<file path="src/rtl/psg_pkg.sv">
// psg_pkg
// Shared types and helpers for the PSG write path.
//   state_t     : write-scheduler FSM states
//   CH_NOISE    : channel index of the noise generator
//   KIND_TONE / KIND_ATTN : command kind encodings
//   latch_byte  : builds a PSG latch byte {1, chan, kind, nibble}
//   data_byte   : builds a PSG data byte {0, 0, hi6}
package psg_pkg;

    typedef enum logic [1:0] {
        IDLE,
        SETUP,
        STROBE,
        RECOVER
    } state_t;

    localparam logic [1:0] CH_NOISE  = 2'd3;
    localparam logic       KIND_TONE = 1'b0;
    localparam logic       KIND_ATTN = 1'b1;

    // The kind bit sits in the register-select field of the latch byte, so
    // attenuation and tone/noise latches differ only in bit 4.
    function automatic logic [7:0] latch_byte(input logic [1:0] chan,
                                              input logic       kind,
                                              input logic [3:0] nib);
        return {1'b1, chan, kind, nib};
    endfunction

    function automatic logic [7:0] data_byte(input logic [5:0] hi6);
        return {2'b00, hi6};
    endfunction

endpackage

</file>
<file path="src/rtl/psg_write_arbiter_if.sv">
// psg_write_arbiter_if
// Bundles the two requester command channels and the PSG byte bus.
//   reqN_valid/ready/chan/kind/value : command handshake from requester N
//   D, nCE, nWE                      : PSG data byte and active-low strobes
//   READY                            : PSG ready, low while absorbing a write
// Modports:
//   slave  : the arbiter (consumes commands, drives the PSG bus)
//   master : the environment (requesters plus the PSG itself)
interface psg_write_arbiter_if;

    logic       req0_valid;
    logic       req0_ready;
    logic [1:0] req0_chan;
    logic       req0_kind;
    logic [9:0] req0_value;

    logic       req1_valid;
    logic       req1_ready;
    logic [1:0] req1_chan;
    logic       req1_kind;
    logic [9:0] req1_value;

    logic [7:0] D;
    logic       nCE;
    logic       nWE;
    logic       READY;

    modport slave (
        input  req0_valid, req0_chan, req0_kind, req0_value,
        input  req1_valid, req1_chan, req1_kind, req1_value,
        output req0_ready, req1_ready,
        output D, nCE, nWE,
        input  READY
    );

    modport master (
        output req0_valid, req0_chan, req0_kind, req0_value,
        output req1_valid, req1_chan, req1_kind, req1_value,
        input  req0_ready, req1_ready,
        input  D, nCE, nWE,
        output READY
    );

endinterface

</file>
<file path="src/rtl/psg_rr_arb2.sv">
// psg_rr_arb2
// Two-input round-robin arbiter with a last-grant register.
//   CLK, nRST      : clock, synchronous active-low reset
//   req0, req1     : request lines
//   advance        : a grant was taken this cycle; remember who won
//   grant0, grant1 : combinational one-hot (or zero) grant
module psg_rr_arb2 (
    input  logic CLK,
    input  logic nRST,
    input  logic req0,
    input  logic req1,
    input  logic advance,
    output logic grant0,
    output logic grant1
);

    // last1 = 1 means req1 won most recently; resetting it to 1 makes req0
    // the first winner when both ask at once.
    logic last1;

    always_ff @(posedge CLK) begin
        if (!nRST) begin
            last1 <= 1'b1;
        end else if (advance) begin
            last1 <= grant1;
        end
    end

    assign grant0 = req0 & (~req1 | last1);
    assign grant1 = req1 & (~req0 | ~last1);

endmodule

</file>
<file path="src/rtl/psg_write_arbiter.sv">
// psg_write_arbiter
// Accepts register-update commands from two requesters (round-robin),
// encodes each into one or two PSG bytes and strobes them onto the
// SN76489-style bus, waiting for the READY low/high handshake per byte.
//   CLK, nRST   : clock, synchronous active-low reset
//   bus         : command channels + PSG byte bus (slave modport)
//   busy        : high whenever the scheduler is not IDLE
//   err_timeout : one-cycle pulse in the first RECOVER cycle after an abort
module psg_write_arbiter
    import psg_pkg::*;
#(
    parameter int TIMEOUT_CYCLES = 1024,
    parameter int RECOVER_CYCLES = 1
) (
    input  logic                 CLK,
    input  logic                 nRST,
    psg_write_arbiter_if.slave   bus,
    output logic                 busy,
    output logic                 err_timeout
);

    localparam int CW = $clog2(TIMEOUT_CYCLES + 1);
    localparam int RW = (RECOVER_CYCLES > 1) ? $clog2(RECOVER_CYCLES) : 1;
    localparam logic [CW-1:0] T_LAST = CW'(TIMEOUT_CYCLES - 1);
    localparam logic [RW-1:0] R_LAST = RW'(RECOVER_CYCLES - 1);

    state_t        state;
    state_t        state_nx;
    logic [CW-1:0] tcnt;
    logic [RW-1:0] rcnt;
    logic          seen_low;
    logic          pend;
    logic [7:0]    pend_byte;
    logic [7:0]    d_q;
    logic          err_q;

    logic          grant0;
    logic          grant1;
    logic          accept;
    logic          strobe_done;
    logic          strobe_abort;
    logic          recover_done;

    logic [1:0]    cmd_chan;
    logic          cmd_kind;
    logic [9:0]    cmd_value;
    logic [7:0]    first_byte;
    logic [7:0]    second_byte;
    logic          needs_second;

    psg_rr_arb2 u_arb (
        .CLK     (CLK),
        .nRST    (nRST),
        .req0    (bus.req0_valid),
        .req1    (bus.req1_valid),
        .advance (accept),
        .grant0  (grant0),
        .grant1  (grant1)
    );

    // Ready is gated by nRST so nothing is accepted while reset is held.
    assign bus.req0_ready = nRST & (state == IDLE) & grant0;
    assign bus.req1_ready = nRST & (state == IDLE) & grant1;
    assign accept         = bus.req0_ready | bus.req1_ready;

    // Select the winning requester's fields and pre-compute its bytes so
    // they can be captured on the accept edge. Only channel 0-2 tones need
    // the second (data) byte; noise packs its 3-bit mode into the latch.
    always_comb begin
        cmd_chan  = bus.req0_chan;
        cmd_kind  = bus.req0_kind;
        cmd_value = bus.req0_value;
        if (grant1) begin
            cmd_chan  = bus.req1_chan;
            cmd_kind  = bus.req1_kind;
            cmd_value = bus.req1_value;
        end

        needs_second = 1'b0;
        second_byte  = data_byte(cmd_value[9:4]);
        if (cmd_kind == KIND_ATTN) begin
            first_byte = latch_byte(cmd_chan, KIND_ATTN, cmd_value[3:0]);
        end else if (cmd_chan == CH_NOISE) begin
            first_byte = latch_byte(CH_NOISE, KIND_TONE, {1'b0, cmd_value[2:0]});
        end else begin
            first_byte   = latch_byte(cmd_chan, KIND_TONE, cmd_value[3:0]);
            needs_second = 1'b1;
        end
    end

    // A completed handshake wins over a timeout landing on the same edge.
    assign strobe_done  = (state == STROBE) & seen_low & bus.READY;
    assign strobe_abort = (state == STROBE) & ~strobe_done & (tcnt == T_LAST);
    assign recover_done = (state == RECOVER) & (rcnt == R_LAST);

    // State register plus the datapath registers that ride along with it.
    // Counters and seen_low clear whenever their state is not active, which
    // also guarantees they start from zero on every SETUP entry.
    always_ff @(posedge CLK) begin
        if (!nRST) begin
            state     <= IDLE;
            tcnt      <= '0;
            rcnt      <= '0;
            seen_low  <= 1'b0;
            pend      <= 1'b0;
            pend_byte <= 8'h00;
            d_q       <= 8'h00;
            err_q     <= 1'b0;
        end else begin
            state <= state_nx;
            err_q <= strobe_abort;

            if (state == STROBE) begin
                tcnt <= tcnt + 1'b1;
                if (!bus.READY) begin
                    seen_low <= 1'b1;
                end
            end else begin
                tcnt     <= '0;
                seen_low <= 1'b0;
            end

            if (state == RECOVER) begin
                rcnt <= rcnt + 1'b1;
            end else begin
                rcnt <= '0;
            end

            if (accept) begin
                d_q       <= first_byte;
                pend      <= needs_second;
                pend_byte <= second_byte;
            end else if (strobe_abort) begin
                pend <= 1'b0;
            end else if (recover_done && pend) begin
                d_q  <= pend_byte;
                pend <= 1'b0;
            end
        end
    end

    // Next-state logic: a pending data byte loops straight back to SETUP so
    // nothing can slip in between a tone's latch and data bytes.
    always_comb begin
        state_nx = state;
        case (state)
            IDLE:    if (accept) state_nx = SETUP;
            SETUP:   state_nx = STROBE;
            STROBE:  if (strobe_done || strobe_abort) state_nx = RECOVER;
            RECOVER: if (recover_done) state_nx = pend ? SETUP : IDLE;
            default: state_nx = IDLE;
        endcase
    end

    // Output decode: D is registered and simply held; strobes follow state.
    always_comb begin
        busy        = (state != IDLE);
        err_timeout = err_q;
        bus.D       = d_q;
        bus.nCE     = 1'b1;
        bus.nWE     = 1'b1;
        case (state)
            SETUP: begin
                bus.nCE = 1'b0;
            end
            STROBE: begin
                bus.nCE = 1'b0;
                bus.nWE = 1'b0;
            end
            default: begin
            end
        endcase
    end

endmodule

</file>
<file path="src/flat_wrapper.sv">
// flat-port wrapper written by rule: the top's interface ports become plain ports
module psg_write_arbiter_flat import psg_pkg::*;
#(
    parameter int TIMEOUT_CYCLES = 1024,
    parameter int RECOVER_CYCLES = 1
)
  (CLK, nRST, busy, err_timeout, bus_req0_valid, bus_req0_chan, bus_req0_kind, bus_req0_value, bus_req1_valid, bus_req1_chan, bus_req1_kind, bus_req1_value, bus_req0_ready, bus_req1_ready, bus_D, bus_nCE, bus_nWE, bus_READY);
  psg_write_arbiter_if bus_i ();
  input  logic CLK;
  input  logic nRST;
  output logic busy;
  output logic err_timeout;
  input wire logic [$bits(bus_i.req0_valid)-1:0] bus_req0_valid;
  input wire logic [$bits(bus_i.req0_chan)-1:0] bus_req0_chan;
  input wire logic [$bits(bus_i.req0_kind)-1:0] bus_req0_kind;
  input wire logic [$bits(bus_i.req0_value)-1:0] bus_req0_value;
  input wire logic [$bits(bus_i.req1_valid)-1:0] bus_req1_valid;
  input wire logic [$bits(bus_i.req1_chan)-1:0] bus_req1_chan;
  input wire logic [$bits(bus_i.req1_kind)-1:0] bus_req1_kind;
  input wire logic [$bits(bus_i.req1_value)-1:0] bus_req1_value;
  output wire logic [$bits(bus_i.req0_ready)-1:0] bus_req0_ready;
  output wire logic [$bits(bus_i.req1_ready)-1:0] bus_req1_ready;
  output wire logic [$bits(bus_i.D)-1:0] bus_D;
  output wire logic [$bits(bus_i.nCE)-1:0] bus_nCE;
  output wire logic [$bits(bus_i.nWE)-1:0] bus_nWE;
  input wire logic [$bits(bus_i.READY)-1:0] bus_READY;
  assign bus_i.req0_valid = bus_req0_valid;
  assign bus_i.req0_chan = bus_req0_chan;
  assign bus_i.req0_kind = bus_req0_kind;
  assign bus_i.req0_value = bus_req0_value;
  assign bus_i.req1_valid = bus_req1_valid;
  assign bus_i.req1_chan = bus_req1_chan;
  assign bus_i.req1_kind = bus_req1_kind;
  assign bus_i.req1_value = bus_req1_value;
  assign bus_req0_ready = bus_i.req0_ready;
  assign bus_req1_ready = bus_i.req1_ready;
  assign bus_D = bus_i.D;
  assign bus_nCE = bus_i.nCE;
  assign bus_nWE = bus_i.nWE;
  assign bus_i.READY = bus_READY;
  psg_write_arbiter #(.TIMEOUT_CYCLES(TIMEOUT_CYCLES), .RECOVER_CYCLES(RECOVER_CYCLES)) u_core (.CLK(CLK), .nRST(nRST), .bus(bus_i), .busy(busy), .err_timeout(err_timeout));
endmodule
</file>
<file path="config.mk">
export PLATFORM = sky130hd
export DESIGN_NAME = psg_write_arbiter_flat
export DESIGN_NICKNAME = d
export VERILOG_FILES = /design/src/rtl/psg_pkg.sv /design/src/rtl/psg_write_arbiter_if.sv /design/src/rtl/psg_rr_arb2.sv /design/src/rtl/psg_write_arbiter.sv /design/src/flat_wrapper.sv
export SDC_FILE = /design/constraint.sdc
export NUM_CORES = 1
export LEC_CHECK = 0
export CAP_MARGIN = 20
export CORE_ASPECT_RATIO = 0.5
export CORE_MARGIN = 4
export CORE_UTILIZATION = 40
export DETAILED_ROUTE_END_ITERATION = 7
export MAX_ROUTING_LAYER = met4
export PLACE_DENSITY = 0.78
export SETUP_SLACK_MARGIN = 0.1
export SYNTH_ARGS = -nofsm -noshare
export SYNTH_HDL_FRONTEND = slang
export SYNTH_HIERARCHICAL = 1
export SYNTH_SLANG_ARGS = --single-unit
export TNS_END_PERCENT = 30
</file>
<file path="constraint.sdc">
create_clock -name CLK -period 2.45 [get_ports CLK]
set_input_delay 0.6125 -clock CLK [delete_from_list [all_inputs] [get_ports CLK]]
set_output_delay 0.6125 -clock CLK [all_outputs]
set_load 0.03 [all_outputs]
</file>
[Yosys cells after proc, flatten, opt, wreduce, memory -nomap -nowiden]
Cells that the tools add are included.
Word-level totals
  flip-flop bits (word level): 32
  input port bits: 31
Operators by class
  $add $sub $neg: 2
  equal/unequal tests: 9
  muxes and demuxes: 20
  bitwise logic cells: 18
  reduce and logical (&&, ||, !) cells: 11
Operator list (number)
  8-bit two-way mux: 4
  11-bit by 1-bit adder with 11-bit output, second input constant: 1
  11-bit by 10-bit equality test with 1-bit output, second input constant: 1
  1-bit bitwise AND: 10
  10-bit two-way mux: 1
  1-bit two-way mux: 9
  2-bit two-way mux: 4
  2-bit one-hot mux with 4 select lines: 1
  7-bit two-way mux: 1
  2-bit equality test, second input constant: 3
  2-bit by 1-bit != test with 1-bit output, second input constant: 3
  2-bit AND reduction: 3
  1-bit NOT: 5
  2-bit nonzero test: 2
  1-bit bitwise OR: 3
  3-bit AND reduction: 1
  3-bit nonzero test: 1
  2-bit by 1-bit equality test with 1-bit output, second input constant: 1
  2-bit logical NOT: 1
  2-bit != test, second input constant: 1
  2-bit OR reduction: 1
  1-bit adder, second input constant: 1
  1-bit logical AND: 1
  1-bit logical OR: 1

[Logic depth before layout (Yosys ltp)]
  depth in word-level cells: 9
  gate-level depth with buffers: 8
  depth with buffers taken out: 7

[Hierarchy]
Netlist, hierarchy kept.
Modules (own cells, without submodules)
  psg_write_arbiter: times used 1, cells each 170, area each 1581.5 µm², seq. area each 620.6 µm²
  psg_rr_arb2: times used 1, cells each 7, area each 57.6 µm², seq. area each 20.0 µm²

[Worst setup path after synthesis]
OpenSTA, ideal clock, no wires.
  path type: input -> output
  start point: input bus_req1_valid
  end point: output bus_req1_ready
  arrival: 1619 ps
  data required time: 1837 ps
  setup slack: 219 ps
  cell stages on the path: 4
  cell sequence: a21boi_1 > buf_2 > buf_2 > and3_1
Between the ends
  word-level cells in the longest chain between the ends: 2
Ends and longest elaborated chain
  start: declaration: line flat_wrapper.sv:17  | input wire logic [$bits(bus_i.req1_valid)-1:0] bus_req1_valid;
  1-bit bitwise AND: line psg_rr_arb2.sv:30  | assign grant1 = req1 & (~req0 | ~last1);
  1-bit bitwise AND: line psg_write_arbiter.sv:63  | assign bus.req1_ready = nRST & (state == IDLE) & grant1;
  end: declaration: line flat_wrapper.sv:22  | output wire logic [$bits(bus_i.req1_ready)-1:0] bus_req1_ready;
Every way passes these cells.

[Worst setup path in the final report]
  start point: register u_core.state[0]
  end point: output bus_nWE
Between the ends
  word-level cells in the longest chain between the ends: 2
Ends and longest elaborated chain
  start: declaration: line psg_write_arbiter.sv:27  | state_t state;
  start signal: assignment: line psg_write_arbiter.sv:110  | state <= state_nx;
  2-bit equality test: line psg_write_arbiter.sv:162  | case (state)
  1-bit two-way mux: line psg_write_arbiter.sv:162
  end: declaration: line flat_wrapper.sv:25  | output wire logic [$bits(bus_i.nWE)-1:0] bus_nWE;
Every way passes these cells.

==> impl_metrics.json <==
{
  "dr.pass1.iters": 4,
  "max-slew-margin-rel_pct": 65.5,
  "cts.clk_slew.worst_paths_ns": 0.06,
  "hpwl_um": 2980,
  "hold_viol": 0,
  "utilization_pct": 59.1,
  "maxSlewViolCount": 0,
  "vias_per_cell": 5.16,
  "highest_layer": "met4",
  "setup_viol": 0,
  "synth-warning-count": 6,
  "timing.max_cap.violations": 0,
  "wire_per_inst_um": 13.6,
  "drtIter0Drc": 50,
  "die_h_um": 53.3,
  "worst_ep_required_time_ns": 1.84,
  "syn_nets": 213,
  "path_common_cell": "inv_1",
  "cts_made_buffers": 5,
  "routed-wl-met3_um": 182,
  "synth.top_cell.area_share_pct": 39.1,
  "clk_latency_ns": 0.27,
  "hold_path_class": "flip-flop to flip-flop",
  "ir_drop_v": 0.000311,
  "critPathMaxStageDelay_ns": 0.67,
  "power_density_nw_per_um2": 871,
  "nFillCells": 353,
  "cts_sinks": 32,
  "area_growth_pct": 41.4,
  "synth_cell_types": 43,
  "antenna_found_initial": 0,
  "ant_nets": 0,
  "htreeDepth": 2,
  "worst_slew_pin_slew_ns": 0.513,
  "yosys.area.top_type": "dfxtp_1",
  "wl_met1_um": 1710,
  "ys_async_sr_fraction_pct": 0,
  "fin_tns_setup_ns": 0,
  "whs_ns": 0.466,
  "critPathLaunchType": "flip-flop",
  "start_util_pct": 41.8,
  "drive_gt1_share_pct": 15.5,
  "crit_slowest_cell": "clkdlybuf4s50_1",
  "critPathMaxFanout": 5,
  "cp-end-kind": "output port",
  "worstHoldStart": "u_core/tcnt[0]$_SDFF_PN0_",
  "fp.dieW_um": 98.5,
  "cp_cell_sequence": "inv_1 -> ha_1 -> inv_1 -> clkdlybuf4s50_1",
  "ios": 45,
  "rsz0062_at_grt": "true",
  "port_buffers": 44,
  "holdBufCountCts": 0,
  "ys_ff_latch": 32,
  "vias": 1475,
  "cts_root_buf": "clkbuf_8",
  "first_global_vias": 1326,
  "syn_area_um2": 1640,
  "cts_setup_buffers": 0,
  "antenna_cells": 0,
  "outcome": "finished, final reports clean",
  "nNetsFinal": 268,
  "grt_pass1_wl_um": 6180,
  "syn_inst": 177,
  "clock_tree.buffer_depth": 2,
  "num_rows": 16,
  "fin_crit_ns": 2.34,
  "arrival_ns": 1.73,
  "crit_buf_inv": 3,
  "wl_met2_um": 1990,
  "path_class": "flip-flop to output port",
  "gp_congestion": 0.791,
  "cpLargestDelayFamily": "buffers and inverters",
  "wl_um": 3900,
  "critical_path.startpoint": "u_core/state[0]$_SDFFE_PN0P_",
  "ys_seq_area_share_pct": 39.1,
  "cts_tree": "yes",
  "gr-usage-all-layers_pct": 15.2,
  "fin_crit_sh_pct": 95.6,
  "drcViolationCount": 0,
  "overflow": 0,
  "synth.area.top_cells": "dfxtp_1 (39%), mux2i_1 (6.1%), ha_1 (3.8%), o21ai_0 (3.7%), a211oi_1 (3.7%)",
  "synth_edf_count": 0,
  "dieArea_um2": 5250,
  "synthFlopType": "dfxtp_1",
  "rr_startpoint": "u_core/state[0]$_SDFFE_PN0P_",
  "grt_max_degree": 23,
  "final.setup_skew_ns": 0.00449,
  "rrSetupSlack_ns": 0.45,
  "max_clock_freq_ghz": 0.427,
  "p_leak_uw": 0.000849,
  "core_um2": 3920,
  "synth.avg_cell_area_um2": 9.26
}
[metrics by stage]
step	setup slack, ns	cell area [um2]	instances	total power [uW]
2_1_floorplan	0.219	1640	177	1240
3_3_place_gp	0.0807	2210	279	1580
3_5_place_dp	0.0174	2210	279	1600
4_1_cts	0.0769	2310	286	2020
5_1_grt	0.0586	2320	286	2130
6_report	0.107	2320	286	2020
[registers in the layout, summed over array words and instances (netlist names)]
register,count
u_core/err_timeout,1
u_core/bus.D,8
u_core/state,2
u_core/seen_low,1
u_core/rcnt,1
u_core/u_arb/last1,1
u_core/tcnt,11
u_core/pend,1
u_core/pend_byte,6
[final timing paths]
check	cells after the start	to
max reg2reg	6	u_core/bus.D[5]$_SDFFE_PN0P_
min	1	u_core/tcnt[0]$_SDFF_PN0_
min reg2reg	1	u_core/tcnt[0]$_SDFF_PN0_
max	4	bus_nWE
[final cells by class]
type	count	area, um2	share of cell area, %
Clock buffer	7	96.3	4.16
Sequential cell	32	641	27.6
Timing Repair Buffer	55	529	22.8
Multi-Input combinational cell	126	938	40.5
Tap cell	54	67.6	2.92
Inverter	12	45.0	1.94
[power by group]
part | leakage [uW] | internal [uW] | total, uW | switching [uW]
Clock | 0.0000503 | 250 | 428 | 178
Combinational | 0.000538 | 415 | 924 | 509
Sequential | 0.000261 | 611 | 666 | 55.7
[logic make-up (layout without fill, tap and decap cells)]
group                      after synthesis  in the layout  share of synthesized area [%]
buffers and inverters                   19             74                           4.58
AOI/OAI and AO/OA                       53             53                           24.6
DFF                                     32             32                           39.1
and+or+nand+nor                         47             47                           15.5
adders and majority gates                5              5                           3.82
xor gates and xnor gates                 8              8                           4.27
muxes                                   13             13                           8.17
[metal layers]
layer,up-vias,global-route usage (%)
met5,-,-
met4,0,2.95
met3,2,3.55
met2,35,26.6
met1,693,18.3
li1,745,-
[synthesized netlist by cell type, types with 2 or more instances]
master     n
dfxtp_1   32
a31oi_1    5
nand3_4    2
a211oi_1   8
buf_2      3
nor2_1    16
nor3_1     4
nor2b_1    2
a21o_1     2
o21ai_2    2
nand3_1    4
inv_1     12
o21ai_0   12
and3_1     4
clkbuf_1   4
xor2_1     2
mux2_2     3
nand2_1    8
ha_1       5
a21oi_1    9
xnor2_1    6
mux2i_1   10
a21boi_0   2
[repair_timing]
action	in CTS	in global routing
gates cloned	0	0
pin swaps	0	0
endpoints found under the setup margin	3	4
gates resized for setup	1	3
[cells in the final DEF, fill, tap and decap left out, types with 5 or more instances in the layout]
master,Yosys,final
a211oi_1,8,8
xnor2_1,6,6
a31oi_1,5,5
clkbuf_8,0,7
clkdlybuf4s50_1,0,41
nand2_1,8,8
a21oi_1,9,9
inv_1,12,12
mux2i_1,10,10
dfxtp_1,32,32
buf_4,0,12
o21ai_0,12,12
nor2_1,16,16
ha_1,5,5
(Power assumes the default switching activity.)
